## src/rtl/fifo_arb_pkg.sv

```systemverilog
// +----------------------------------------------------------------------+
// | fifo_arb_pkg: shared types and widths for the FIFO write arbiter.     |
// | Revision: 1.0                                                         |
// +----------------------------------------------------------------------+
`default_nettype none

package fifo_arb_pkg;

  typedef enum logic [0:0] {
    IDLE  = 1'b0,
    GRANT = 1'b1
  } arb_state_e;

  localparam int BURST_CNT_W = 4;
  localparam int STAT_W      = 16;

  function automatic logic [STAT_W-1:0] sat_inc(input logic [STAT_W-1:0] v);
    return (v == {STAT_W{1'b1}}) ? v : v + STAT_W'(1);
  endfunction

endpackage

`default_nettype wire

```

## src/rtl/fifo_write_arbiter_rr_pick.sv

```systemverilog
// +----------------------------------------------------------------------+
// | rr_pick: combinational round-robin picker, first request at/after    |
// | the start pointer with wrap-around.  Revision: 1.0                    |
// +----------------------------------------------------------------------+
`default_nettype none

module rr_pick #(
  parameter int NUM_REQ = 4
) (
  input  logic [NUM_REQ-1:0]         req_i,
  input  logic [$clog2(NUM_REQ)-1:0] start_i,
  output logic [$clog2(NUM_REQ)-1:0] winner_o,
  output logic                       any_o
);

  localparam int ID_W = $clog2(NUM_REQ);

  logic [ID_W-1:0] w_idx;
  logic            w_found;

  always_comb begin
    winner_o = '0;
    any_o    = |req_i;
    w_found  = 1'b0;
    w_idx    = '0;
    for (int i = 0; i < NUM_REQ; i++) begin
      w_idx = ID_W'((int'(start_i) + i) % NUM_REQ);
      if (!w_found && req_i[w_idx]) begin
        winner_o = w_idx;
        w_found  = 1'b1;
      end
    end
  end

endmodule

`default_nettype wire

```

## src/rtl/fifo_write_arbiter.sv

```systemverilog
// +----------------------------------------------------------------------+
// | fifo_write_arbiter: round-robin, burst-bounded sharing of one FIFO    |
// | write port. Optional FIFO_ARB_STATS_EN adds per-producer beat counts. |
// | Revision: 1.0                                                         |
// +----------------------------------------------------------------------+
`default_nettype none

module fifo_write_arbiter
  import fifo_arb_pkg::*;
#(
  parameter int NUM_REQ   = 4,
  parameter int DATA_W    = 8,
  parameter int MAX_BURST = 4
) (
  input  logic                         clk,
  input  logic                         rst,
  input  logic [NUM_REQ-1:0]           req_valid,
  input  logic [NUM_REQ*DATA_W-1:0]    req_data,
  output logic [NUM_REQ-1:0]           req_ready,
  output logic [DATA_W-1:0]            fifo_data_in,
  output logic                         fifo_write_en,
  input  logic                         fifo_full,
  output logic [$clog2(NUM_REQ)-1:0]   grant_id,
  output logic                         grant_active
`ifdef FIFO_ARB_STATS_EN
  ,
  output logic [NUM_REQ*STAT_W-1:0]    stat_beats
`endif
);

  localparam int ID_W = $clog2(NUM_REQ);

  arb_state_e             state_q, state_d;
  logic [ID_W-1:0]        rr_ptr_q, rr_ptr_d;
  logic [ID_W-1:0]        grant_id_q, grant_id_d;
  logic [BURST_CNT_W-1:0] burst_cnt_q, burst_cnt_d;

  logic [ID_W-1:0]        w_winner;
  logic                   w_any;
  logic                   w_beat;
  logic [ID_W-1:0]        w_next_ptr;
  logic [BURST_CNT_W-1:0] w_burst_inc;

  rr_pick #(
    .NUM_REQ (NUM_REQ)
  ) u_rr_pick (
    .req_i    (req_valid),
    .start_i  (rr_ptr_q),
    .winner_o (w_winner),
    .any_o    (w_any)
  );

  // Gating with rst keeps a beat from issuing in the cycle reset is taken.
  assign w_beat      = (state_q == GRANT) && req_valid[grant_id_q] && !fifo_full && !rst;
  assign w_next_ptr  = (grant_id_q == ID_W'(NUM_REQ-1)) ? '0 : grant_id_q + ID_W'(1);
  assign w_burst_inc = burst_cnt_q + BURST_CNT_W'(1);

  always_ff @(posedge clk) begin
    if (rst) begin
      state_q     <= IDLE;
      rr_ptr_q    <= '0;
      grant_id_q  <= '0;
      burst_cnt_q <= '0;
    end else begin
      state_q     <= state_d;
      rr_ptr_q    <= rr_ptr_d;
      grant_id_q  <= grant_id_d;
      burst_cnt_q <= burst_cnt_d;
    end
  end

  always_comb begin
    state_d     = state_q;
    rr_ptr_d    = rr_ptr_q;
    grant_id_d  = grant_id_q;
    burst_cnt_d = burst_cnt_q;
    case (state_q)
      IDLE: begin
        if (w_any) begin
          state_d     = GRANT;
          grant_id_d  = w_winner;
          burst_cnt_d = '0;
        end
      end
      GRANT: begin
        if (!req_valid[grant_id_q]) begin
          state_d  = IDLE;
          rr_ptr_d = w_next_ptr;
        end else if (w_beat) begin
          burst_cnt_d = w_burst_inc;
          if (w_burst_inc == BURST_CNT_W'(MAX_BURST)) begin
            state_d  = IDLE;
            rr_ptr_d = w_next_ptr;
          end
        end
      end
      default: state_d = IDLE;
    endcase
  end

  always_comb begin
    fifo_write_en = 1'b0;
    fifo_data_in  = '0;
    req_ready     = '0;
    if (state_q == GRANT && !rst) begin
      fifo_write_en         = w_beat;
      req_ready[grant_id_q] = w_beat;
      for (int i = 0; i < NUM_REQ; i++) begin
        if (grant_id_q == ID_W'(i)) begin
          fifo_data_in = req_data[i*DATA_W +: DATA_W];
        end
      end
    end
  end

  assign grant_id     = grant_id_q;
  assign grant_active = (state_q == GRANT);

`ifdef FIFO_ARB_STATS_EN
  logic [STAT_W-1:0] stat_q [NUM_REQ];

  for (genvar gi = 0; gi < NUM_REQ; gi++) begin : g_stat
    always_ff @(posedge clk) begin
      if (rst) begin
        stat_q[gi] <= '0;
      end else if (req_ready[gi]) begin
        stat_q[gi] <= sat_inc(stat_q[gi]);
      end
    end
    assign stat_beats[gi*STAT_W +: STAT_W] = stat_q[gi];
  end
`else
  // Beat statistics are not built in this configuration.
`endif

endmodule

`default_nettype wire
```

## config.mk

```make
export PLATFORM = sky130hd
export DESIGN_NAME = fifo_write_arbiter
export DESIGN_NICKNAME = d
export VERILOG_FILES = /design/src/rtl/fifo_arb_pkg.sv /design/src/rtl/fifo_write_arbiter_rr_pick.sv /design/src/rtl/fifo_write_arbiter.sv
export SDC_FILE = /design/constraint.sdc
export NUM_CORES = 1
export LEC_CHECK = 0
export ABC_AREA = 0
export CORE_MARGIN = 10
export CORE_UTILIZATION = 40
export DETAILED_ROUTE_END_ITERATION = 7
export PLACE_DENSITY = 0.82
export SLEW_MARGIN = 20
export SYNTH_ARGS = -nofsm -noshare
export SYNTH_HDL_FRONTEND = slang
export SYNTH_SLANG_ARGS = --single-unit
```

## constraint.sdc

```tcl
create_clock -name clk -period 4.75 [get_ports clk]
set_input_delay 0.95 -clock clk [delete_from_list [all_inputs] [get_ports clk]]
set_output_delay 0.95 -clock clk [all_outputs]
set_load 0.02 [all_outputs]
```

==> results of run 1 <==
==> layout make-up <==
class                           count  area share
Clock buffer                        4      0.0179
Timing Repair Buffer               54       0.367
Inverter                            6      0.0153
Sequential cell                     9       0.122
Multi-Input combinational cell    107       0.453
Tap cell                           28      0.0238
==> through the flow <==
stage,power (mW),hold WS (ns)
global placement,0.202,0.472
detailed placement,0.204,0.488
global route,0.286,0.532
CTS,0.265,0.496
finish,0.264,0.491
floorplan,0.145,0.460
==> placed cells by master, fill, tap and decap left out, types with 4 or more instances in the layout <==
cell             netlist  layout
ha_1                   6       6
a21oi_1               23      23
and3_1                 4       4
inv_1                  6       6
nand3b_1               8       8
o22ai_1                8       8
clkdlybuf4s50_1        0      54
nand3_1                6       6
dfxtp_1                9       9
nand2_1               24      24
==> worst max path at each step <==
stage | endpoint | slack (ns) | cells past startpoint
after floorplan | fifo_data_in[0] | 1.88 | 4
after global placement | fifo_data_in[5] | 0.94 | 4
after CTS | fifo_data_in[1] | 0.92 | 4
after detailed placement | fifo_data_in[1] | 0.93 | 4
final | fifo_write_en | 0.91 | 5
after global routing | fifo_data_in[1] | 0.79 | 5
==> per-layer routing <==
metal	track usage	share of wire	up-vias	routed length [um]
li1	-	-	576	-
met3	0.0496	0.13	4	455
met1	0.185	0.45	534	1530
met5	0	0	-	0
met2	0.236	0.40	68	1370
met4	0.0462	0.0080	0	27
==> logic make-up (layout without fill, tap and decap cells) <==
group | count (synthesis) | after routing | share of synthesized area
muxes | 3 | 3 | 0.0472
xor gates and xnor gates | 2 | 2 | 0.0194
AOI/OAI and AO/OA | 41 | 41 | 0.266
adders and majority gates | 6 | 6 | 0.0832
buffers and inverters | 14 | 64 | 0.0610
DFF | 9 | 9 | 0.200
and+or+nand+nor | 55 | 55 | 0.323
==> sequential cells by signal (all words and copies together) (netlist names) <==
name,cells
burst_cnt_q,4
grant_id,2
grant_active,1
rr_ptr_q,2
==> tightest hold or removal path: cells and delay by family (launching register included) <==
kind / cells / cell delay, ns
simple gates: 1 / 0.06
flops: 1 / 0.31
compound gates: 1 / 0.06
==> where the power goes <==
group	total, mW	internal [mW]	switching, mW
Combinational	0.119	0.0640	0.0545
Clock	0.0607	0.0325	0.0283
Sequential	0.0845	0.0791	0.00537
Total	0.264	0.176	0.0882
==> results.md, run 1 <==
- Hold Crit Start: burst_cnt_q[3]
- WP data required: 3.80 ns
- Clk buf depth: 2
- RR Endpoint: rr_ptr_q[1]
- Synth area leaders: dfxtp_1 20%, a21oi_1 13%, nand2_1 10%
- Post-synth net total: 175
- FF+latch area: 180 um^2
- Largest net degree at the start of global routing: 18
- H-tree depth: 1
- Synth Instances: 130
- Initial core utilization: 0.416
- Cell family with most CP delay: buffers and inverters
- Avg WL per Cell: 16.2 um
- FMAX: 261 MHz
- Via count: 1182
- VDD IR-drop max: 154 uV
- N_diodes: 0
- Buffers & Inverters on Critical Path: 3
- Least-Margin Pin Slew: 0.548 ns
- Post-synth top area share: 0.200
- Fill cells: 196
- Final setup viols: 0
- Slew margin rel.: 0.634
- CTS buffer count: 3
- Post-layout nets: 226
- Syn avg cell area: 6.94 um^2
- Global-route wire length before repair: 5330 um
- Most common cell in the netlist: nand2_1
- PwrDens: 179 nW/um^2
- Die Ht: 67.5 um
- Total congestion overflow: 0
- Final Worst Setup Slack: 0.913 ns
- Reg-to-Reg Start: grant_id[0]
- Critical Path Start Type: input pin
- Area occupied by multi-input gates: 667 um^2
- CTS clock-pin slew for the worst setup and hold paths: 0.05 ns
- Die X: 67.5 um
- Number of synthesized flops with an enable pin: 0
- Synth area leader: dfxtp_1
- CP max stage cell: clkdlybuf4s50_1
- Async set or reset register ratio after synthesis: 0
- Placed wire-length estimate: 2720 um
- Most Frequent Cell on Critical Path: clkdlybuf4s50_1
- Pre-CTS setup slack: 0.927 ns
- Flops & latches, synth: 9
- Hold Crit Class: flop to flop
- Final antenna-violating net count: 0
- Share of cells above drive strength 1: 0.0333
- Seq/Total Area, Yosys: 0.200
- Worst skew pair latency: 0.27 ns
- Reg-to-reg slack, setup: 2.99 ns
- Final WL: 3380 um
- Worst Setup SP: rst
- Resized cells post-CTS: 0
- Fin. Hold Viols: 0
- Worst-path cell chain: clkdlybuf4s50_1 > nor3b_2 > nand2_1 > inv_1 > clkdlybuf4s50_1
- Initial drt markers: 88
- # DRC: 0
- Port buffer count: 54
- Post-route clock period utilization: 0.808
- Crit. End Element: primary output
- Clock root buffer master: clkbuf_4
- CP max FO: 10
- Final min period: 3.84 ns
- Post-route cell area: 1470 um^2
- Worst hold stages: 2
- Vias in the first global route: 1133
- Distinct cells, synth: 31
- Setup TNS: 0 ns
- Post-CTS setup repair buffer count: 0
- Max_cap viols: 0
- Static Leak: 0.538 nW
- GRT Resource Usage Total: 0.149
- Initial antenna violation count: 0
- Ys Warns: 0
- Post-synth top flop: dfxtp_1
- Gpl congestion: 0.873
- Clock Skew: 0.00999 ns
- Area delta synth->final: 63.1%
- Clk sinks: 9
- Row count: 17
- Drt first pass iters: 4
- Crit path DAT: 2.89 ns
- Status: complete, no violations
- CTS tree: built
- Placed Instance Area: 1450 um^2
- DR vias/cell: 5.68
- CTS hold repair buffers: 0
- Max-slew violations: 0
- I/O pins: 55
- # placed instances: 204
- RSZ-0062 raised after global routing: no
- Core ar.: 2170 um^2
- Die area: 4550 um^2
- Worst Hold Path EP: burst_cnt_q[3]
- Max stage delay on crit path: 0.63 ns
- Final design utilization: 0.678
- Final Non-Filler Cells: 208
- Worst-case reg-to-reg path depth: 4
- Syn Std Cell Area: 902 um^2
- Most instantiated cells after synthesis: 24 x nand2_1, 23 x a21oi_1, 9 x dfxtp_1, 8 x nand3b_1, 8 x o22ai_1
- WS Path Type: input pin to primary output
Note: power is estimated with default switching activity, not from simulation.
==> run 2: changes to the inputs <==
--- a/config.mk
+++ b/config.mk
@@ -7,9 +7,9 @@
 export LEC_CHECK = 0
 export ABC_AREA = 0
 export CORE_MARGIN = 10
-export CORE_UTILIZATION = 40
+export CORE_UTILIZATION = 33
 export DETAILED_ROUTE_END_ITERATION = 7
-export PLACE_DENSITY = 0.82
+export PLACE_DENSITY = 0.72
 export SLEW_MARGIN = 20
 export SYNTH_ARGS = -nofsm -noshare
 export SYNTH_HDL_FRONTEND = slang
==> constraint.sdc (replaced) <==
create_clock -name clk -period 3.45 [get_ports clk]
set_input_delay 0.69 -clock clk [delete_from_list [all_inputs] [get_ports clk]]
set_output_delay 0.69 -clock clk [all_outputs]
set_load 0.02 [all_outputs]
==> run 2 against run 1 <==
Critical path depth did not move; wire length shrank 0.12%; total power up 37%; cell area rose by 1.7%; combinational power increased by 39%; worst hold slack got worse by 0.0039 ns; first-iteration DRC count down 43%; clock skew decreased by 0.0079 ns; final cell count up 2.4%; utilization shrank 9.0 points; highest routed layer unchanged; critical path type unchanged; non-clock buffer count up 3; clock power up 34%.
==> results.md, run 2 (synthesis results as in run 1) <==
- Crit. End Element: primary output
- Post-route clock period utilization: 0.947
- Most Frequent Cell on Critical Path: clkdlybuf4s50_1
- Least-Margin Pin Slew: 0.562 ns (+0.0135 ns)
- Post-layout nets: 229 (+1.3%)
- Clk sinks: 9 (unchanged)
- H-tree depth: 1 (unchanged)
- Core ar.: 2540 um^2 (+17%)
- Share of cells above drive strength 1: 0.0492 (+0.0158)
- Met3 routed WL: 188 um (-59%)
- Drt first pass iters: 4 (unchanged)
- Setup TNS: 0 ns (unchanged)
- Buffers & Inverters on Critical Path: 3 (unchanged)
- CP max FO: 6 (-4)
- Worst-path cell chain: clkdlybuf4s50_1 > mux4_2 > nand2_1 > inv_1 > clkdlybuf4s50_1
- Cell family with most CP delay: buffers and inverters
- Max-slew violations: 0 (unchanged)
- I/O pins: 55 (unchanged)
- M1 WL: 1520 um (-0.26%)
- WS Path Type: input pin to primary output
- Resized cells post-CTS: 0 (unchanged)
- Global-route wire length before repair: 5490 um (+3.0%)
- GRT Resource Usage Total: 0.126 (-0.0226)
- CP max stage cell: mux4_2
- Top Layer Used: met4
- Total congestion overflow: 0 (unchanged)
- Most frequent cells in the layout: 54 x clkdlybuf4s50_1, 24 x nand2_1, 23 x a21oi_1
- CTS hold repair buffers: 0 (unchanged)
- Die area: 5230 um^2 (+15%)
- VDD IR-drop max: 184 uV (+19%)
- Reg-to-reg slack, setup: 1.72 ns (-1.27 ns)
- Critical Path Start Type: input pin
- Worst skew pair latency: 0.26 ns (about the same)
- Initial core utilization: 0.354 (-0.0613)
- Initial antenna violation count: 0 (unchanged)
- Crit path DAT: 2.58 ns (-0.31 ns)
- Vias in the first global route: 1118 (-1.3%)
- Final min period: 3.27 ns
- Post-CTS setup repair buffer count: 0 (unchanged)
- Largest net degree at the start of global routing: 18 (unchanged)
- RSZ-0062 raised after global routing: no
- Area occupied by multi-input gates: 667 um^2 (unchanged)
- WP data required: 2.76 ns (-1.04 ns)
- Gpl congestion: 0.834 (-4.4%)
- Slew margin rel.: 0.625 (-0.00902)
- Fill cells: 245 (+25%)
- Final WL: 3370 um (-0.12%)
- FMAX: 306 MHz
- # DRC: 0 (unchanged)
- DR vias/cell: 5.38 (-5.3%)
- Max stage delay on crit path: 0.56 ns (-0.07 ns)
- Fin. Hold Viols: 0 (unchanged)
- DR WL met2: 1620 um (+19%)
- Static Leak: 0.553 nW (+2.8%)
- Avg WL per Cell: 15.8 um (-2.5%)
- Hold Crit Class: flop to flop
- Placed wire-length estimate: 2790 um (+2.8%)
- Initial drt markers: 50 (-43%)
- Final Non-Filler Cells: 213 (+2.4%)
- Final antenna-violating net count: 0 (unchanged)
- Die X: 72.3 um (+7.1%)
- Final setup viols: 0 (unchanged)
- # placed instances: 209 (+2.5%)
- CTS tree: built
- Clock root buffer master: clkbuf_4
- FF+latch area: 180 um^2 (unchanged)
- Clk buf depth: 2 (unchanged)
- Clock Skew: 0.00209 ns (-0.00790 ns)
- Number of flip-flops in the largest register: 4 (unchanged)
- Placed Instance Area: 1470 um^2 (+1.7%)
- Row count: 18 (+1)
- CTS buffer count: 3 (unchanged)
- Post-route cell area: 1500 um^2 (+1.7%)
- PwrDens: 242 nW/um^2 (+35%)
- CTS clock-pin slew for the worst setup and hold paths: 0.06 ns (about the same)
- Port buffer count: 54 (unchanged)
- Via count: 1146 (-3.0%)
- Status: complete, no violations
- Most common cell after layout, fill and taps aside: clkdlybuf4s50_1
- Max_cap viols: 0 (unchanged)
- Die Ht: 72.3 um (+7.1%)
- Register bank with the most flops: burst_cnt_q
- Area delta synth->final: 65.9%
- N_diodes: 0 (unchanged)
==> run 2: cell types whose count changed in the layout (fill, tap and decap cells not counted), sizes merged <==
cell,previous run,this run
buf,0,3
==> run 2: worst paths after layout <==
check	startpoint	to	cells after the start
setup / recovery	req_valid[0]	fifo_write_en	5
hold / removal	burst_cnt_q[3]	burst_cnt_q[3]	2
setup reg to reg	grant_id[0]	rr_ptr_q[1]	4
hold reg to reg	burst_cnt_q[3]	burst_cnt_q[3]	2
==> run 2: stage by stage <==
step | total power, mW | hold slack, ns | utilization | setup WS, ns
final | 0.363 | 0.487 | 0.588 | 0.182
after global routing | 0.389 | 0.522 | 0.588 | 0.124
after CTS | 0.366 | 0.490 | 0.588 | 0.201
after detailed placement | 0.282 | 0.481 | 0.578 | 0.200
after global placement | 0.280 | 0.478 | 0.578 | 0.221
after floorplan | 0.200 | 0.460 | - | 1.02
==> run 2: cell type report <==
class	count	share of cell area
Clock buffer	4	0.0176
Sequential cell	9	0.120
Timing Repair Buffer	57	0.376
Multi-Input combinational cell	107	0.446
Tap cell	30	0.0251
Inverter	6	0.0151
==> run 2: tightest hold or removal path, stage by stage (launching register included) <==
cell and delay, ns:
dfxtp_1 0.32, nand3_1 0.06, a21oi_1 0.06
==> run 2: layer usage <==
layer  track usage  up-vias
li1              -      581
met1         0.151      523
met2         0.215       38
met3        0.0286        4
met4        0.0409        0
met5             0        -
==> run 2: report_power, final <==
group | total (mW) | switching [mW] | internal, mW
registers | 0.116 | 0.00729 | 0.109
logic | 0.165 | 0.0747 | 0.0903
clock network | 0.0814 | 0.0369 | 0.0446
